===== src/rtl/mem_lsu_pkg.sv =====
// Shared encodings for the memory stage: load/store kinds, bus size codes and
// the bus-transaction FSM states.
package mem_lsu_pkg;

  localparam logic [3:0] LS_LB  = 4'd0;
  localparam logic [3:0] LS_LBU = 4'd1;
  localparam logic [3:0] LS_LH  = 4'd2;
  localparam logic [3:0] LS_LHU = 4'd3;
  localparam logic [3:0] LS_LW  = 4'd4;
  localparam logic [3:0] LS_SB  = 4'd5;
  localparam logic [3:0] LS_SH  = 4'd6;
  localparam logic [3:0] LS_SW  = 4'd7;

  localparam logic [1:0] SZ_BYTE = 2'd0;
  localparam logic [1:0] SZ_HALF = 2'd1;
  localparam logic [1:0] SZ_WORD = 2'd2;

  typedef enum logic [1:0] {
    ST_IDLE  = 2'd0,
    ST_REQ   = 2'd1,
    ST_WAIT  = 2'd2,
    ST_DRAIN = 2'd3
  } lsu_state_e;

  function automatic logic ls_is_store(input logic [3:0] sel);
    return (sel == LS_SB) || (sel == LS_SH) || (sel == LS_SW);
  endfunction

  function automatic logic [1:0] ls_size(input logic [3:0] sel);
    logic [1:0] sz;
    case (sel)
      LS_LB, LS_LBU, LS_SB: sz = SZ_BYTE;
      LS_LH, LS_LHU, LS_SH: sz = SZ_HALF;
      default:              sz = SZ_WORD;
    endcase
    return sz;
  endfunction

endpackage


===== src/rtl/mem_lsu_ls_align.sv =====
// Byte-lane alignment for the memory stage: store strobes/data replication,
// load byte/half extraction with sign or zero extension, misalignment detect.
module ls_align
  import mem_lsu_pkg::*;
(
  input  logic [3:0]  ls_sel,
  input  logic [1:0]  addr_lo,
  input  logic [31:0] rt_data,
  input  logic [31:0] rdata,
  output logic [3:0]  wstrb,
  output logic [31:0] wdata,
  output logic [31:0] load_data,
  output logic        misalign
);

  logic [31:0] shifted;
  logic [7:0]  byte_v;
  logic [15:0] half_v;
  logic [1:0]  size;

  always_comb begin
    shifted = rdata >> {addr_lo, 3'b000};
    byte_v  = shifted[7:0];
    half_v  = addr_lo[1] ? rdata[31:16] : rdata[15:0];
    size    = ls_size(ls_sel);

    misalign = ((size == SZ_HALF) && addr_lo[0]) ||
               ((size == SZ_WORD) && (addr_lo != 2'b00));

    wstrb = '0;
    wdata = rt_data;
    case (ls_sel)
      LS_SB: begin
        wstrb = 4'b0001 << addr_lo;
        wdata = {4{rt_data[7:0]}};
      end
      LS_SH: begin
        wstrb = addr_lo[1] ? 4'b1100 : 4'b0011;
        wdata = {2{rt_data[15:0]}};
      end
      LS_SW:   wstrb = 4'b1111;
      default: wstrb = '0;
    endcase

    case (ls_sel)
      LS_LB:   load_data = {{24{byte_v[7]}}, byte_v};
      LS_LBU:  load_data = {24'd0, byte_v};
      LS_LH:   load_data = {{16{half_v[15]}}, half_v};
      LS_LHU:  load_data = {16'd0, half_v};
      default: load_data = rdata;
    endcase
  end

endmodule


===== src/rtl/mem_lsu.sv =====
// Memory stage: EX/MEM pipeline register plus the load/store bus transaction
// FSM, producing write-back data, hilo forwarding copies and a stall request.
module mem_lsu
  import mem_lsu_pkg::*;
(
  input  logic        clk,
  input  logic        rst,
  input  logic        flush,
  input  logic        ex_valid,
  input  logic [31:0] ex_alu_res,
  input  logic [31:0] ex_rt_data,
  input  logic        ex_w_reg_ena,
  input  logic [4:0]  ex_w_reg_dst,
  input  logic        ex_ls_ena,
  input  logic [3:0]  ex_ls_sel,
  input  logic [1:0]  ex_w_hilo_ena,
  input  logic [31:0] ex_hi_res,
  input  logic [31:0] ex_lo_res,
  output logic        data_req,
  output logic        data_wr,
  output logic [1:0]  data_size,
  output logic [31:0] data_addr,
  output logic [3:0]  data_wstrb,
  output logic [31:0] data_wdata,
  input  logic        data_addr_ok,
  input  logic        data_ok,
  input  logic [31:0] data_rdata,
  output logic        mem_stall_req,
  output logic [1:0]  mem_addr_err,
  output logic        mem_w_reg_ena,
  output logic [4:0]  mem_w_reg_dst,
  output logic [31:0] mem_w_reg_data,
  output logic [1:0]  memc_w_hilo_ena,
  output logic [31:0] memc_hi_res,
  output logic [31:0] memc_lo_res
);

  lsu_state_e  state;
  logic        valid, done, kill;
  logic [31:0] rdata_q;
  logic [31:0] alu_res, rt_data, hi_res, lo_res;
  logic        w_reg_ena, ls_ena;
  logic [4:0]  w_reg_dst;
  logic [3:0]  ls_sel;
  logic [1:0]  w_hilo_ena;

  logic        is_store, is_load, misalign, err, pending;
  logic [3:0]  wstrb;
  logic [31:0] wdata, load_data;

  ls_align u_ls_align (
    .ls_sel    (ls_sel),
    .addr_lo   (alu_res[1:0]),
    .rt_data   (rt_data),
    .rdata     (rdata_q),
    .wstrb     (wstrb),
    .wdata     (wdata),
    .load_data (load_data),
    .misalign  (misalign)
  );

  always_comb begin
    is_store = ls_ena & ls_is_store(ls_sel);
    is_load  = ls_ena & ~ls_is_store(ls_sel);
    err      = valid & ls_ena & misalign;
    pending  = valid & ls_ena & ~err & ~done;

    mem_addr_err  = {err & is_store, err & ~is_store};
    data_req      = ((state == ST_IDLE) & pending) | (state == ST_REQ);
    mem_stall_req = pending | (state == ST_DRAIN);

    data_wr    = is_store;
    data_size  = ls_size(ls_sel);
    data_addr  = alu_res;
    data_wstrb = wstrb;
    data_wdata = wdata;

    mem_w_reg_ena  = valid & w_reg_ena & ~err & (~is_load | done) & ~kill;
    mem_w_reg_dst  = w_reg_dst;
    mem_w_reg_data = is_load ? load_data : alu_res;

    memc_w_hilo_ena = valid ? w_hilo_ena : '0;
    memc_hi_res     = valid ? hi_res : '0;
    memc_lo_res     = valid ? lo_res : '0;
  end

  always_ff @(posedge clk or negedge rst) begin
    if (!rst) begin
      alu_res    <= '0;
      rt_data    <= '0;
      w_reg_ena  <= 1'b0;
      w_reg_dst  <= '0;
      ls_ena     <= 1'b0;
      ls_sel     <= '0;
      w_hilo_ena <= '0;
      hi_res     <= '0;
      lo_res     <= '0;
    end else if (!mem_stall_req) begin
      alu_res    <= ex_alu_res;
      rt_data    <= ex_rt_data;
      w_reg_ena  <= ex_w_reg_ena;
      w_reg_dst  <= ex_w_reg_dst;
      ls_ena     <= ex_ls_ena;
      ls_sel     <= ex_ls_sel;
      w_hilo_ena <= ex_w_hilo_ena;
      hi_res     <= ex_hi_res;
      lo_res     <= ex_lo_res;
    end
  end

  // A flushed request that is not yet accepted keeps valid (and so the stall
  // and the request fields) until addr_ok; kill marks it for discard.
  always_ff @(posedge clk or negedge rst) begin
    if (!rst) begin
      state   <= ST_IDLE;
      valid   <= 1'b0;
      done    <= 1'b0;
      kill    <= 1'b0;
      rdata_q <= '0;
    end else begin
      if (!mem_stall_req) begin
        valid <= ex_valid & ~flush;
        done  <= 1'b0;
        kill  <= 1'b0;
      end
      unique case (state)
        ST_IDLE: begin
          if (pending) begin
            if (flush) begin
              if (data_addr_ok && data_ok) begin
                valid <= 1'b0;
              end else if (data_addr_ok) begin
                valid <= 1'b0;
                state <= ST_DRAIN;
              end else begin
                kill  <= 1'b1;
                state <= ST_REQ;
              end
            end else if (data_addr_ok && data_ok) begin
              done    <= 1'b1;
              rdata_q <= data_rdata;
            end else if (data_addr_ok) begin
              state <= ST_WAIT;
            end else begin
              state <= ST_REQ;
            end
          end
        end
        ST_REQ: begin
          if (data_addr_ok) begin
            if (kill || flush) begin
              valid <= 1'b0;
              kill  <= 1'b0;
              state <= data_ok ? ST_IDLE : ST_DRAIN;
            end else if (data_ok) begin
              done    <= 1'b1;
              rdata_q <= data_rdata;
              state   <= ST_IDLE;
            end else begin
              state <= ST_WAIT;
            end
          end else if (flush) begin
            kill <= 1'b1;
          end
        end
        ST_WAIT: begin
          if (flush) begin
            valid <= 1'b0;
            state <= data_ok ? ST_IDLE : ST_DRAIN;
          end else if (data_ok) begin
            done    <= 1'b1;
            rdata_q <= data_rdata;
            state   <= ST_IDLE;
          end
        end
        ST_DRAIN: begin
          if (data_ok) state <= ST_IDLE;
        end
        default: state <= ST_IDLE;
      endcase
    end
  end

endmodule

===== config.mk =====
export PLATFORM = sky130hd
export DESIGN_NAME = mem_lsu
export DESIGN_NICKNAME = d
export VERILOG_FILES = /design/src/rtl/mem_lsu_pkg.sv /design/src/rtl/mem_lsu_ls_align.sv /design/src/rtl/mem_lsu.sv
export SDC_FILE = /design/constraint.sdc
export NUM_CORES = 1
export LEC_CHECK = 0
export ABC_CLOCK_PERIOD_IN_PS = 3100
export CAP_MARGIN = 20
export CORE_ASPECT_RATIO = 0.5
export CORE_MARGIN = 2
export CORE_UTILIZATION = 44
export CTS_CLUSTER_DIAMETER = 80
export DETAILED_ROUTE_END_ITERATION = 10
export PLACE_DENSITY = 0.78
export SLEW_MARGIN = 20
export SYNTH_ARGS = -nofsm -noshare
export SYNTH_HDL_FRONTEND = slang
export SYNTH_SLANG_ARGS = --single-unit

===== constraint.sdc =====
create_clock -name clk -period 3.1 [get_ports clk]
set_input_delay 0.31 -clock clk [delete_from_list [all_inputs] [get_ports clk]]
set_output_delay 0.31 -clock clk [all_outputs]
set_load 0.01 [all_outputs]

# Word-level counts from Yosys, hierarchy flattened

Index checks and enable logic that the tools add are counted.

Eq/ne operators: 18
Shift operators: 2
Mux-type cells: 58
Bitwise gates (word level): 24
Reduce and logical (&&, ||, !) cells: 15

Operator list:

| cell                                          | number |
|---|---|
| two-way mux 32 bit                            | 10 |
| one-hot mux 32 bit (4 select lines)           | 1 |
| one-hot mux 32 bit (3 select lines)           | 1 |
| one-hot mux 32 bit (2 select lines)           | 1 |
| right shift 32 x 5 -> 8 bit                   | 1 |
| two-way mux 2 bit                             | 13 |
| two-way mux 1 bit                             | 24 |
| two-way mux 16 bit                            | 1 |
| AND 1 bit                                     | 14 |
| == test 4 x 3 -> 1 bit, second input constant | 3 |
| inequality test 2 bit, second input constant  | 6 |
| one-hot mux 4 bit (3 select lines)            | 1 |
| == test 4 x 2 -> 1 bit, second input constant | 2 |
| one-hot mux 2 bit (4 select lines)            | 1 |
| NOT 1 bit                                     | 7 |
| AND reduction 7 bit                           | 1 |
| == test 2 bit, second input constant          | 3 |
| one-hot mux 1 bit (3 select lines)            | 2 |
| OR reduction 3 bit                            | 2 |
| == test 2 x 1 -> 1 bit, second input constant | 2 |
| == test 4 x 1 -> 1 bit, second input constant | 1 |
| logical NOT 4 bit                             | 1 |
| logical OR 1 bit                              | 4 |
| two-way mux 4 bit                             | 1 |
| 10 further kinds                              | 14 |

Flip-flop bits (word level): 178
Output and inout bits: 179
Word-level logic and storage cells: 131

# Longest topological paths before layout

Word-level depth: 17
Depth in mapped cells: 8
Gate-level depth less buffers: 7

# By module

A second synthesis with hierarchy kept.

Cells, all modules: 793
Area, all modules: 9225.1 um2

By module, submodules not included:

| module   | instances | cells an instance | area an instance (um2) | sequential area each (um2) |
|---|---|---|---|---|
| mem_lsu  | 1         | 553               | 7795.0                 | 4454.3 |
| ls_align | 1         | 240               | 1430.1                 | 0.0 |

# Least setup slack after synthesis

No wires, ideal clock.

Kind: reg2out
Start: reg alu_res[0] (netlist: data_addr[0])
End: out mem_w_reg_data[21]
Arrival time: 1.836 ns
Data required time: 2.790 ns
Slack: 0.954 ns
Cell stages (with the launch flop): 8
Cells stage by stage: dfrtp_1 > buf_2 > nor2_1 > nor2_1 > a2111oi_4 > buf_4 > a21oi_1 > o21ai_1

Cells in the longest elaborated chain, start to end: 3

RTL lines:

| item                                | line                   | text |
|---|---|---|
| start, declared                     | mem_lsu.sv:41          | `logic [31:0] alu_res, rt_data, hi_res, lo_res;` |
| start signal, assigned              | mem_lsu.sv:99          | `alu_res <= ex_alu_res;` |
| right shift 32 x 5 -> 8 bit         | mem_lsu_ls_align.sv:22 | `shifted = rdata >> {addr_lo, 3'b000};` |
| one-hot mux 32 bit (4 select lines) | mem_lsu_ls_align.sv:45 | `case (ls_sel)` |
| two-way mux 32 bit                  | mem_lsu.sv:80          | `mem_w_reg_data = is_load ? load_data : alu_res;` |
| end, declared                       | mem_lsu.sv:32          | `output logic [31:0] mem_w_reg_data,` |

Every way passes these cells.

# Worst setup path in the final report

Start: reg ls_sel[1]
End: out data_wdata[18]

Cells in the longest elaborated chain, start to end: 2
Elaborated cells between the ends (all ways): 3
Those cells by class: eq/ne: 2; mux: 1

RTL lines:

| item                                  | line                   | text |
|---|---|---|
| start, declared                       | mem_lsu.sv:44          | `logic [3:0] ls_sel;` |
| start signal, assigned                | mem_lsu.sv:104         | `ls_sel <= ex_ls_sel;` |
| == test 4 x 3 -> 1 bit                | mem_lsu_ls_align.sv:32 | `case (ls_sel)` |
| one-hot mux 32 bit (2 select lines) * | mem_lsu_ls_align.sv:32 |  |
| end, declared                         | mem_lsu.sv:24          | `output logic [31:0] data_wdata,` |

Mark *: on every way between the ends. The rest lies on a longest branch, timed or not.

==> out/qor.yml <==
sta:
  rsz0062_at_grt: "false"
  finalMaxSlewViolations: 0
  slew_headroom_pct: 59.84
  whs_ps: 426.6
  finalSetupViolCount: 0
  max_slew.worst_pin.slew_ps: 602.4
  period_needed_ps: 2969
  fin_ws_ps: 131.3
  max_freq_mhz: 336.9
  finalClockSkew_ps: 10.02
  hold_violations: 0
  period_share_pct: 95.76
global_routing:
  grt_max_degree: 82
  grt.overflow.total: 0
  grt_pass1_wl_mm: 41.58
  antenna_found_initial: 0
  grtUsageTotal_pct: 24.22
  grt_pass1_vias: 7524
logic_synthesis:
  syn_area_mm2: 0.009138
  asyncSetResetFlopFracSynth_pct: 100.0
  synthTopCellsByArea: "dfrtp_1 (49%), mux2_1 (16%), mux2_4 (4.9%)"
  synth_edf_count: 0
  seq_area_frac_synth_pct: 48.75
  synth_nets: 966
  yosys.cell_count.top_type: "dfrtp_1"
  syn_area_per_cell_um2: 11.67
  yosys.area.top_type: "dfrtp_1"
  synthFlopType: "dfrtp_1"
  synth_common_cells: "dfrtp_1 (178), mux2_1 (132), and2_1 (69)"
  synth.top_cell.area_share_pct: 48.75
  netlist-cell-type-count: 53
  syn_inst: 783
  ys_ff_latch: 178
  ys_warn_count: 0
drt:
  dr.first_iter.drc_count: 373
  wl_mm: 26.36
  wl_per_cell_um: 18.75
  firstDrtPassIters: 5
  vias: 7329
  route.detailed.drc: 0
  vias_per_cell: 5.213
  ant_nets: 0
floorplan:
  initial_core_util_pct: 44.66
  ioPinCount: 358
  die_h_um: 105.9
  die_area_mm2: 0.02201
  core_mm2: 0.02046
  fp.dieW_um: 207.8
  rows: 37
setup_path:
  worstSetupPathType: "flip-flop to output port"
  cp_data_arrival_time_ps: 2660
  cp-end-kind: "output port"
  critPathMaxFanout: 15
  worstPathRequired_ps: 2790
  start_kind: "flip-flop"
clock_tree:
  clk_latency_ps: 450
  htreeDepth: 4
  post-cts-setup-buffers: 0
  root_buffer: "clkbuf_16"
  cts_tree: "built"
  path_clk_slew_ps: 70
  clockBufferDepth: 2
  cts_made_buffers: 17
  cts.sinks: 178
finish:
  num-fill-cells: 1561
  final_nets: 1303
  drive_gt1_share_pct: 10.94
  finish.utilization_pct: 66.01
  syn_to_final_growth_pct: 47.82
  n_antenna_cell: 0
  fin_cells: 1406
  fin_area_mm2: 0.01351
placement:
  gp_congestion: 0.8561
  hpwl_mm: 19.38
  placed_area_mm2: 0.01287
  place_inst: 1373
  portBuffers: 357
  dp_slack_ps: 416.2
power_and_ir_drop:
  power_density_mw_per_mm2: 959.0
  irDropWorstVdd_mv: 0.7510
  power.leakage_nw: 5.662
status:
  status: "completed"
worst_hold_path:
  hold_class: "primary input to flip-flop"
run:
  maxCapViolCount: 0
-- cell type report --
cell class / count / area [um2] / area share, %
clock buffer: 30 / 584.3 / 4.326
timing repair buffer: 380 / 3787 / 28.04
inverter: 17 / 63.81 / 0.4724
multi-input combinational: 526 / 4262 / 31.55
sequential: 178 / 4458 / 33.01
tap: 273 / 341.6 / 2.529
clock inverter: 2 / 10.01 / 0.07411
-- power breakdown --
| part | internal [W] | switching [W] | total, W | leakage, nW |
|---|---|---|---|---|
| registers | 0.00320 | 0.000739 | 0.00394 | 2.08 |
| clock network | 0.00126 | 0.000891 | 0.00215 | 0.299 |
| logic | 0.00378 | 0.00308 | 0.00686 | 3.28 |
-- path summary, 6_finish.rpt --
path / start / end / slack [ps] / cells after the start
setup / recovery: ls_sel[1] / data_wdata[18] / 130 / 5
hold / removal: ex_ls_sel[0] / ls_sel[0] / 430 / 3
setup reg to reg: ls_sel[1] / hi_res[4] / 510 / 6
hold reg to reg: lo_res[14] / lo_res[14] / 480 / 1
max in group asynchronous: rst / rt_data[13] / 1640 / 3
min in group asynchronous: rst / rt_data[31] / 440 / 2
-- flip-flops by register name, indices dropped and copies added, names as in the netlist --
register       count
ls_sel             4
w_reg_ena          1
state              2
hi_res            32
w_hilo_ena         2
valid              1
lo_res            32
rdata_q           32
done               1
kill               1
ls_ena             1
rt_data           32
data_addr         32
mem_w_reg_dst      5
-- what timing repair did --
item | CTS | global route
gates resized for setup | 3 | 10
hold buffers | 1 | 0
endpoints found under the hold margin | 65 | 0
pin swaps | 0 | 0
setup endpoints to repair | 12 | 60
-- metal layers --
layer	GRT usage, %	vias up	wire [um]
li1	-	3413	-
met1	30.37	3652	10900
met2	41.08	232	13400
met3	5.997	32	1558
met4	8.612	0	500
met5	0	-	0
-- per-stage QoR --
step           total power [W]  setup TNS [ps]
2_1_floorplan         0.007871               0
3_3_place_gp           0.01063               0
3_5_place_dp           0.01080               0
4_1_cts                0.01302          -37.80
5_1_grt                0.01372               0
6_report               0.01295               0
-- cells by family (layout without fill, tap and decap cells) --
group	Yosys count	in the layout	share of synthesized area [%]
flops	178	178	48.75
xor+xnor	1	1	0.09587
mux	200	200	25.85
compound gates	142	142	9.722
fa+ha+maj	4	4	0.5477
simple gates	179	179	10.11
buf+inv	79	429	4.929
-- placed cells by master, fill, tap and decap left out, types with 3 or more instances in the layout --
cell	count
clkdlybuf4s50_1	355
clkbuf_8	12
a221oi_1	5
inv_1	17
mux2_4	30
mux2_2	26
mux2_1	132
nand2_1	43
nor2_1	34
o22ai_1	17
nand3_1	8
a22oi_1	7
nor3b_1	3
and2_1	69
clkbuf_16	17
mux2i_1	11
o21ai_1	11
ha_1	4
dfrtp_1	175
nand2b_1	4
buf_4	18
o21ai_0	31
nor2b_1	5
dfrtp_2	3
a21oi_1	48
-- critical path: stages (launching register included) --
cell	delay, ps
dfrtp_2	540
buf_4	250
xor2_1	190
nand2_1	310
mux2_2	340
clkdlybuf4s50_1	570
Note: power is estimated with default switching activity, not from simulation.
